### src/rtl/frv_interrupt_ctrl_if.sv
// frv_interrupt_ctrl_if
//   Core MMIO bus as seen by the interrupt controller register window.
//   en     access strobe (one cycle per access)
//   wen    1 = write, 0 = read
//   addr   byte address
//   wdata  write data
//   rdata  read data, registered, zero on non-hit cycles
//   error  access error, registered, zero on non-hit cycles
interface frv_interrupt_ctrl_if;
  logic        en;
  logic        wen;
  logic [31:0] addr;
  logic [31:0] wdata;
  logic [31:0] rdata;
  logic        error;

  modport master (output en, wen, addr, wdata, input rdata, error);
  modport slave  (input en, wen, addr, wdata, output rdata, error);
endinterface

### src/rtl/frv_interrupt_ctrl.sv
// frv_interrupt_ctrl
//   Merges NUM_EXT external lines (synchronised, per-line enable and
//   edge/level mode) with the timer and software sources, and drives a
//   stable req/ack trap handshake towards the WB stage.
// Ports
//   g_clk, g_resetn         clock, asynchronous active-low reset
//   ext_irq                 raw external lines (asynchronous)
//   ti_pending, sw_pending  timer / software sources
//   mstatus_mie, mie_*      global and per-source enables
//   mip_meip/mtip/msip      pending status towards the CSR file
//   int_trap_req/cause/ack  trap handshake with the WB stage
//   mmio                    register window (PEND, ENABLE, MODE, CLAIM)
//
// Trap FSM
//   state   | meaning
//   IDLE    | no request; arbitrate sources each cycle
//   REQ     | int_trap_req high, int_trap_cause frozen
//   ACKD    | trap taken; one dead cycle before re-arbitration
module frv_interrupt_ctrl #(
  parameter int          NUM_EXT        = 8,
  parameter int          SYNC_STAGES    = 2,
  parameter logic [31:0] MMIO_BASE_ADDR = 32'h0000_2000,
  parameter logic [31:0] MMIO_BASE_MASK = 32'hFFFF_FFE0
) (
  input  logic               g_clk,
  input  logic               g_resetn,
  input  logic [NUM_EXT-1:0] ext_irq,
  input  logic               ti_pending,
  input  logic               sw_pending,
  input  logic               mstatus_mie,
  input  logic               mie_meie,
  input  logic               mie_mtie,
  input  logic               mie_msie,
  output logic               mip_meip,
  output logic               mip_mtip,
  output logic               mip_msip,
  output logic               int_trap_req,
  output logic [5:0]         int_trap_cause,
  input  logic               int_trap_ack,
  frv_interrupt_ctrl_if.slave mmio
);

  localparam logic [5:0] CAUSE_MEI = 6'd11;
  localparam logic [5:0] CAUSE_MSI = 6'd3;
  localparam logic [5:0] CAUSE_MTI = 6'd7;

  localparam logic [1:0] SEL_PEND   = 2'd0;
  localparam logic [1:0] SEL_ENABLE = 2'd1;
  localparam logic [1:0] SEL_MODE   = 2'd2;
  localparam logic [1:0] SEL_CLAIM  = 2'd3;

  typedef enum logic [1:0] {ST_IDLE, ST_REQ, ST_ACKD} state_t;

  // ---------------------------------------------------------------- sync
  logic [NUM_EXT-1:0] sync_q [SYNC_STAGES];
  logic [NUM_EXT-1:0] sync_s;
  logic [NUM_EXT-1:0] sync_prev;

  assign sync_s = sync_q[SYNC_STAGES-1];

  always_ff @(posedge g_clk or negedge g_resetn) begin
    if (!g_resetn) begin
      for (int k = 0; k < SYNC_STAGES; k++) sync_q[k] <= '0;
      sync_prev <= '0;
    end else begin
      sync_q[0] <= ext_irq;
      for (int k = 1; k < SYNC_STAGES; k++) sync_q[k] <= sync_q[k-1];
      sync_prev <= sync_s;
    end
  end

  // ---------------------------------------------------------------- mmio decode
  logic [NUM_EXT-1:0] pend_q, enable_q, mode_q;
  logic [NUM_EXT-1:0] active, claim_sel, clr, pend_nxt, rise, wdata_ext;
  logic [31:0]        offset, claim_val, rdata_nxt, rdata_q;
  logic [1:0]         reg_sel;
  logic               hit, bad, acc_ok, wr, rd, error_q;
  logic               unused_wdata;

  assign wdata_ext    = mmio.wdata[NUM_EXT-1:0];
  assign unused_wdata = ^mmio.wdata[31:NUM_EXT];

  assign hit     = mmio.en && ((mmio.addr & MMIO_BASE_MASK) == MMIO_BASE_ADDR);
  assign offset  = mmio.addr & ~MMIO_BASE_MASK;
  assign reg_sel = offset[3:2];
  assign bad     = (offset >= 32'h10) || (mmio.addr[1:0] != 2'b00) ||
                   (mmio.wen && (reg_sel == SEL_CLAIM));
  assign acc_ok  = hit && !bad;
  assign wr      = acc_ok && mmio.wen;
  assign rd      = acc_ok && !mmio.wen;

  assign active  = pend_q & enable_q;
  assign rise    = sync_s & ~sync_prev;

  // Descending scan so the lowest active index is the last one written.
  always_comb begin
    claim_sel = '0;
    claim_val = '0;
    for (int i = NUM_EXT - 1; i >= 0; i--) begin
      if (active[i]) begin
        claim_sel    = '0;
        claim_sel[i] = 1'b1;
        claim_val    = 32'(i + 1);
      end
    end
  end

  // Clears only touch edge-mode lines; a same-cycle rising edge wins.
  always_comb begin
    clr = '0;
    if (wr && (reg_sel == SEL_PEND)) clr = wdata_ext;
    if (rd && (reg_sel == SEL_CLAIM)) clr = clr | claim_sel;
    pend_nxt = (mode_q & (rise | (pend_q & ~clr))) | (~mode_q & sync_s);
  end

  always_comb begin
    rdata_nxt = '0;
    if (rd) begin
      case (reg_sel)
        SEL_PEND:   rdata_nxt = 32'(pend_q);
        SEL_ENABLE: rdata_nxt = 32'(enable_q);
        SEL_MODE:   rdata_nxt = 32'(mode_q);
        default:    rdata_nxt = claim_val;
      endcase
    end
  end

  always_ff @(posedge g_clk or negedge g_resetn) begin
    if (!g_resetn) begin
      pend_q   <= '0;
      enable_q <= '0;
      mode_q   <= '0;
      rdata_q  <= '0;
      error_q  <= 1'b0;
    end else begin
      pend_q  <= pend_nxt;
      rdata_q <= rdata_nxt;
      error_q <= hit && bad;
      if (wr && (reg_sel == SEL_ENABLE)) enable_q <= wdata_ext;
      if (wr && (reg_sel == SEL_MODE))   mode_q   <= wdata_ext;
    end
  end

  assign mmio.rdata = rdata_q;
  assign mmio.error = error_q;

  // ---------------------------------------------------------------- sources
  logic mtip_q, msip_q;

  always_ff @(posedge g_clk or negedge g_resetn) begin
    if (!g_resetn) begin
      mtip_q <= 1'b0;
      msip_q <= 1'b0;
    end else begin
      mtip_q <= ti_pending;
      msip_q <= sw_pending;
    end
  end

  assign mip_meip = |active;
  assign mip_mtip = mtip_q;
  assign mip_msip = msip_q;

  logic mei_c, msi_c, mti_c, cand, live;

  assign mei_c = mstatus_mie & mie_meie & mip_meip;
  assign msi_c = mstatus_mie & mie_msie & mip_msip;
  assign mti_c = mstatus_mie & mie_mtie & mip_mtip;
  assign cand  = mei_c | msi_c | mti_c;

  // ---------------------------------------------------------------- trap FSM
  state_t     state_q, state_nxt;
  logic [5:0] cause_q, cause_nxt;

  always_ff @(posedge g_clk or negedge g_resetn) begin
    if (!g_resetn) begin
      state_q <= ST_IDLE;
      cause_q <= '0;
    end else begin
      state_q <= state_nxt;
      cause_q <= cause_nxt;
    end
  end

  always_comb begin
    state_nxt = state_q;
    cause_nxt = cause_q;
    live      = 1'b0;
    case (cause_q)
      CAUSE_MEI: live = mei_c;
      CAUSE_MSI: live = msi_c;
      default:   live = mti_c;
    endcase
    case (state_q)
      ST_IDLE: begin
        if (cand) begin
          state_nxt = ST_REQ;
          if (mei_c)      cause_nxt = CAUSE_MEI;
          else if (msi_c) cause_nxt = CAUSE_MSI;
          else            cause_nxt = CAUSE_MTI;
        end
      end
      ST_REQ: begin
        if (int_trap_ack) state_nxt = ST_ACKD;
        else if (!live)   state_nxt = ST_IDLE;
      end
      default: state_nxt = ST_IDLE;
    endcase
  end

  assign int_trap_req   = (state_q == ST_REQ);
  assign int_trap_cause = cause_q;

endmodule
### src/flat_wrapper.sv
// flat-port wrapper written by rule: the top's interface ports become plain ports
module frv_interrupt_ctrl_flat 
#(
  parameter int          NUM_EXT        = 8,
  parameter int          SYNC_STAGES    = 2,
  parameter logic [31:0] MMIO_BASE_ADDR = 32'h0000_2000,
  parameter logic [31:0] MMIO_BASE_MASK = 32'hFFFF_FFE0
)
  (g_clk, g_resetn, ext_irq, ti_pending, sw_pending, mstatus_mie, mie_meie, mie_mtie, mie_msie, mip_meip, mip_mtip, mip_msip, int_trap_req, int_trap_cause, int_trap_ack, mmio_en, mmio_wen, mmio_addr, mmio_wdata, mmio_rdata, mmio_error);
  frv_interrupt_ctrl_if mmio_i ();
  input  logic g_clk;
  input  logic g_resetn;
  input  logic [NUM_EXT-1:0] ext_irq;
  input  logic ti_pending;
  input  logic sw_pending;
  input  logic mstatus_mie;
  input  logic mie_meie;
  input  logic mie_mtie;
  input  logic mie_msie;
  output logic mip_meip;
  output logic mip_mtip;
  output logic mip_msip;
  output logic int_trap_req;
  output logic [5:0] int_trap_cause;
  input  logic int_trap_ack;
  input wire logic [$bits(mmio_i.en)-1:0] mmio_en;
  input wire logic [$bits(mmio_i.wen)-1:0] mmio_wen;
  input wire logic [$bits(mmio_i.addr)-1:0] mmio_addr;
  input wire logic [$bits(mmio_i.wdata)-1:0] mmio_wdata;
  output wire logic [$bits(mmio_i.rdata)-1:0] mmio_rdata;
  output wire logic [$bits(mmio_i.error)-1:0] mmio_error;
  assign mmio_i.en = mmio_en;
  assign mmio_i.wen = mmio_wen;
  assign mmio_i.addr = mmio_addr;
  assign mmio_i.wdata = mmio_wdata;
  assign mmio_rdata = mmio_i.rdata;
  assign mmio_error = mmio_i.error;
  frv_interrupt_ctrl #(.NUM_EXT(NUM_EXT), .SYNC_STAGES(SYNC_STAGES), .MMIO_BASE_ADDR(MMIO_BASE_ADDR), .MMIO_BASE_MASK(MMIO_BASE_MASK)) u_core (.g_clk(g_clk), .g_resetn(g_resetn), .ext_irq(ext_irq), .ti_pending(ti_pending), .sw_pending(sw_pending), .mstatus_mie(mstatus_mie), .mie_meie(mie_meie), .mie_mtie(mie_mtie), .mie_msie(mie_msie), .mip_meip(mip_meip), .mip_mtip(mip_mtip), .mip_msip(mip_msip), .int_trap_req(int_trap_req), .int_trap_cause(int_trap_cause), .int_trap_ack(int_trap_ack), .mmio(mmio_i));
endmodule
### config.mk
export PLATFORM = sky130hd
export DESIGN_NAME = frv_interrupt_ctrl_flat
export DESIGN_NICKNAME = d
export VERILOG_FILES = /design/src/rtl/frv_interrupt_ctrl_if.sv /design/src/rtl/frv_interrupt_ctrl.sv /design/src/flat_wrapper.sv
export SDC_FILE = /design/constraint.sdc
export NUM_CORES = 1
export LEC_CHECK = 0
export CELL_PAD_IN_SITES_DETAIL_PLACEMENT = 2
export CELL_PAD_IN_SITES_GLOBAL_PLACEMENT = 2
export CORE_MARGIN = 2
export CORE_UTILIZATION = 27
export DETAILED_ROUTE_END_ITERATION = 7
export HOLD_SLACK_MARGIN = 0.1
export PLACE_DENSITY_LB_ADDON = 0.1
export RECOVER_POWER = 25
export SETUP_SLACK_MARGIN = 0.3
export SLEW_MARGIN = 40
export SYNTH_ARGS = -nofsm -noshare
export SYNTH_HDL_FRONTEND = slang
export SYNTH_SLANG_ARGS = --single-unit
### constraint.sdc
create_clock -name g_clk -period 2.59 [get_ports g_clk]
set_input_delay 0.3885 -clock g_clk [delete_from_list [all_inputs] [get_ports g_clk]]
set_output_delay 0.3885 -clock g_clk [all_outputs]
set_load 0.1 [all_outputs]
==> results.yml <==
global_route:
  grt_util_met1_pct: 19.9
  grt_met3_usage_pct: 4.48
  met2_track_usage_gr_pct: 26.1
  grt_max_degree: 36
  number_of_global_route_vias_before_repair: 2610
  grt_use_total_pct: 15.6
  grt-busiest-layer: "met2"
  first_pass_grt_wire_length_um: 14000
  antenna_found_initial: 0
  grt.overflow.total: 0
min_path:
  worstHoldPathType: "reg2reg"
  hold_path.startpoint: "u_core.sync_q[8]"
  cell_count_of_the_worst_hold_path: 0
  worstHoldEndpoint: "u_core.sync_s[0]"
yosys:
  synth_seq_area_share_pct: 53.6
  synth.ff_latch_count: 64
  yosysUniqueCellTypes: 41
  synth_async_sr_flop_share_pct: 100
  synthesis.instances: 271
  synth.yosys.warnings: 0
  yosys_most_used_dff: "dfrtp_1"
  synth_enable_flop_cells: 0
  synth.avg_cell_area_um2: 11.0
  mappedNetlistArea_um2: 2990
clock_network:
  h-tree-depth: 3
  path_clk_slew_ns: 0.08
  cts_num_sinks: 64
  ctsLongestPathBuffers: 2
  cts_root_buf: "clkbuf_8"
  cts_tree: "yes"
  clkLatencyLatePin_ns: 0.35
  cts_made_buffers: 9
detailed_routing:
  routed_wire_length_per_instance_um: 16.6
  drc: 0
  dr.first_iter.drc_count: 58
  vias_per_cell: 4.67
  drt-total-wl_um: 8500
  firstDrtPassIters: 8
  dr_total_vias: 2389
  ant_nets: 0
critical_path:
  cp_data_arrival_time_ns: 2.37
  critPathLaunch: "mmio_addr[28]"
  maximum_fanout_encountered_on_the_critical_timing_path: 6
  timing.reg2reg.setup_slack_ns: 0.66
  required_ns: 2.82
  crit_path_end_kind: "register"
  critPathLaunchType: "primary input"
  critPathKind: "in2reg"
  worst-r2r-cell-count: 4
  timing.rr.start: "u_core.enable_q[6]"
  rr_endpoint: "u_core.state_q[0]"
floorplan:
  rows: 38
  ioPinCount: 126
  die_width_um: 109
  core-area_um2: 10800
  die-height_um: 109
  floorplan.die_area_um2: 11900
  initial_core_utilization_pct: 27.6
timing:
  rsz_0062_raised_after_global_routing: "false"
  max_freq_mhz: 468
  timing.clock.skew_ns: 0.0112
  slew_violations: 0
  max-slew-margin-rel_pct: 56.1
  timing.final.hold_violations: 0
  part_of_the_cycle_the_worst_path_needs_pct: 82.4
  worst_slew_pin_slew_ns: 0.659
  finalSetupTns_ns: 0
  layout_min_cycle_time_ns: 2.14
  final-setup-viol-count: 0
place:
  dp_hpwl_um: 6220
  place.gp.congestion: 0.807
  placement.io_buffers: 75
pwr:
  seq_power_share_pct: 40.4
  power.total_uw: 2650
  power.density_cell_area_nw_per_um2: 638
  share_clk_of_total_power_pct: 39.7
  worst_ir_drop_vdd_mv: 0.323
  p_int_uw: 1820
  static-leakage-power_uw: 0.00182
  comb_power_share_pct: 19.9
  switching_share_of_power_pct: 31.1
  switchingPower_uw: 823
run_status:
  outcome: "completed"
job:
  maxCapViolations: 0
layout:
  syn_to_final_growth_pct: 38.8
  layout.cells.most_common: "dfrtp_1"
  numnets_final: 450
  drive_gt1_share_pct: 21.5
  most_frequent_cells_in_the_layout: "64 x dfrtp_1, 47 x clkdlybuf4s50_1, 34 x nand2_1"
  antennaDiodeCount: 0
-- synth_stat cells (3+ instances only) --
| cell type | n | area [um2] |
|---|---|---|
| and2_1 | 6 | 37.5 |
| o41ai_1 | 4 | 35.0 |
| nor4_2 | 3 | 37.5 |
| o21ai_0 | 10 | 50.1 |
| mux2i_1 | 7 | 70.1 |
| nand3_1 | 5 | 25.0 |
| nor3_1 | 3 | 15.0 |
| nand4_1 | 7 | 43.8 |
| nor2b_1 | 4 | 25.0 |
| clkbuf_1 | 5 | 18.8 |
| a22oi_1 | 3 | 22.5 |
| nor4_1 | 13 | 81.3 |
| a21oi_1 | 9 | 45.0 |
| inv_1 | 10 | 37.5 |
| nor2_1 | 11 | 41.3 |
| nand2b_1 | 4 | 25.0 |
| nand2_1 | 34 | 128 |
| mux2_2 | 15 | 169 |
| dfrtp_1 | 64 | 1600 |
| buf_4 | 27 | 203 |
-- how the worst max path moves through the flow --
stage | depth (start not counted) | slack (ns) | to
after floorplan | 2 | 0.43 | mip_meip
after global placement | 6 | 0.03 | u_core.enable_q[5]
after detailed placement | 6 | 0.06 | u_core.enable_q[6]
after CTS | 3 | 0.32 | mip_meip
after global routing | 3 | 0.32 | mip_meip
final | 6 | 0.45 | u_core.enable_q[7]
-- metal layers --
layer | wire (um) | part of all wire [%] | up-vias
li1 | - | - | 1109
met1 | 3720 | 44 | 1198
met2 | 4230 | 50 | 70
met3 | 453 | 5.3 | 12
met4 | 89 | 1.0 | 0
met5 | 0 | 0 | -
-- state kept, by name, summed over array words and instances, names as in the netlist --
name,cells
u_core.sync_prev,8
u_core.mip_msip,1
u_core.mip_mtip,1
u_core.state_q,2
u_core.int_trap_cause,3
u_core.sync_q,8
u_core.enable_q,8
u_core.mmio.error,1
u_core.sync_s,8
u_core.mmio.rdata,8
u_core.pend_q,8
u_core.mode_q,8
-- worst max-delay path, cell delays in order --
cell and delay, ns:
clkdlybuf4s50_1 0.41, nor4_2 0.44, nand3_2 0.25, nor4_4 0.31, buf_4 0.23, mux2_2 0.34
-- layout make-up --
type / instances / area (um2)
Clock inverter: 7 / 120
Fill cell: 1164 / 6690
Tap cell: 140 / 175
Timing Repair Buffer: 94 / 880
Sequential cell: 64 / 1600
Clock buffer: 9 / 124
Multi-Input combinational cell: 188 / 1210
Inverter: 10 / 37.5
-- power groups by stage --
stage	clock, uW	combinational [uW]	sequential (uW)
floorplan	0	299	1160
global placement	0	522	1090
detailed placement	0	526	1090
CTS	1080	528	1070
global route	1120	560	1080
finish	1050	527	1070
-- timing repair --
action,4_1_cts,5_1_grt
hold buffers,0,1
buffers inserted,0,1
hold endpoints to repair,0,5
resized for setup,0,1
setup endpoints to repair,0,2
-- logic make-up (layout without fill, tap and decap cells) --
logic type	after synthesis	after routing	share of synthesized area, %
muxes	24	24	9.50
DFF	64	64	53.6
AOI/OAI and AO/OA	41	41	9.33
other	1	26	0.125
and+or+nand+nor	97	97	18.3
buffers and inverters	44	120	9.16
-- stage by stage --
stage | hold slack, ns | utilization, % | worst slack [ns] | cells | instance area (um2)
floorplan | 0.0929 | - | 0.430 | 296 | 3090
global placement | 0.332 | 35.6 | 0.0327 | 493 | 3860
detailed placement | 0.338 | 35.6 | 0.0648 | 493 | 3860
CTS | 0.121 | 37.9 | 0.321 | 509 | 4110
global route | 0.363 | 38.3 | 0.319 | 512 | 4150
finish | 0.352 | 38.3 | 0.455 | 512 | 4150
(Power assumes the default switching activity.)
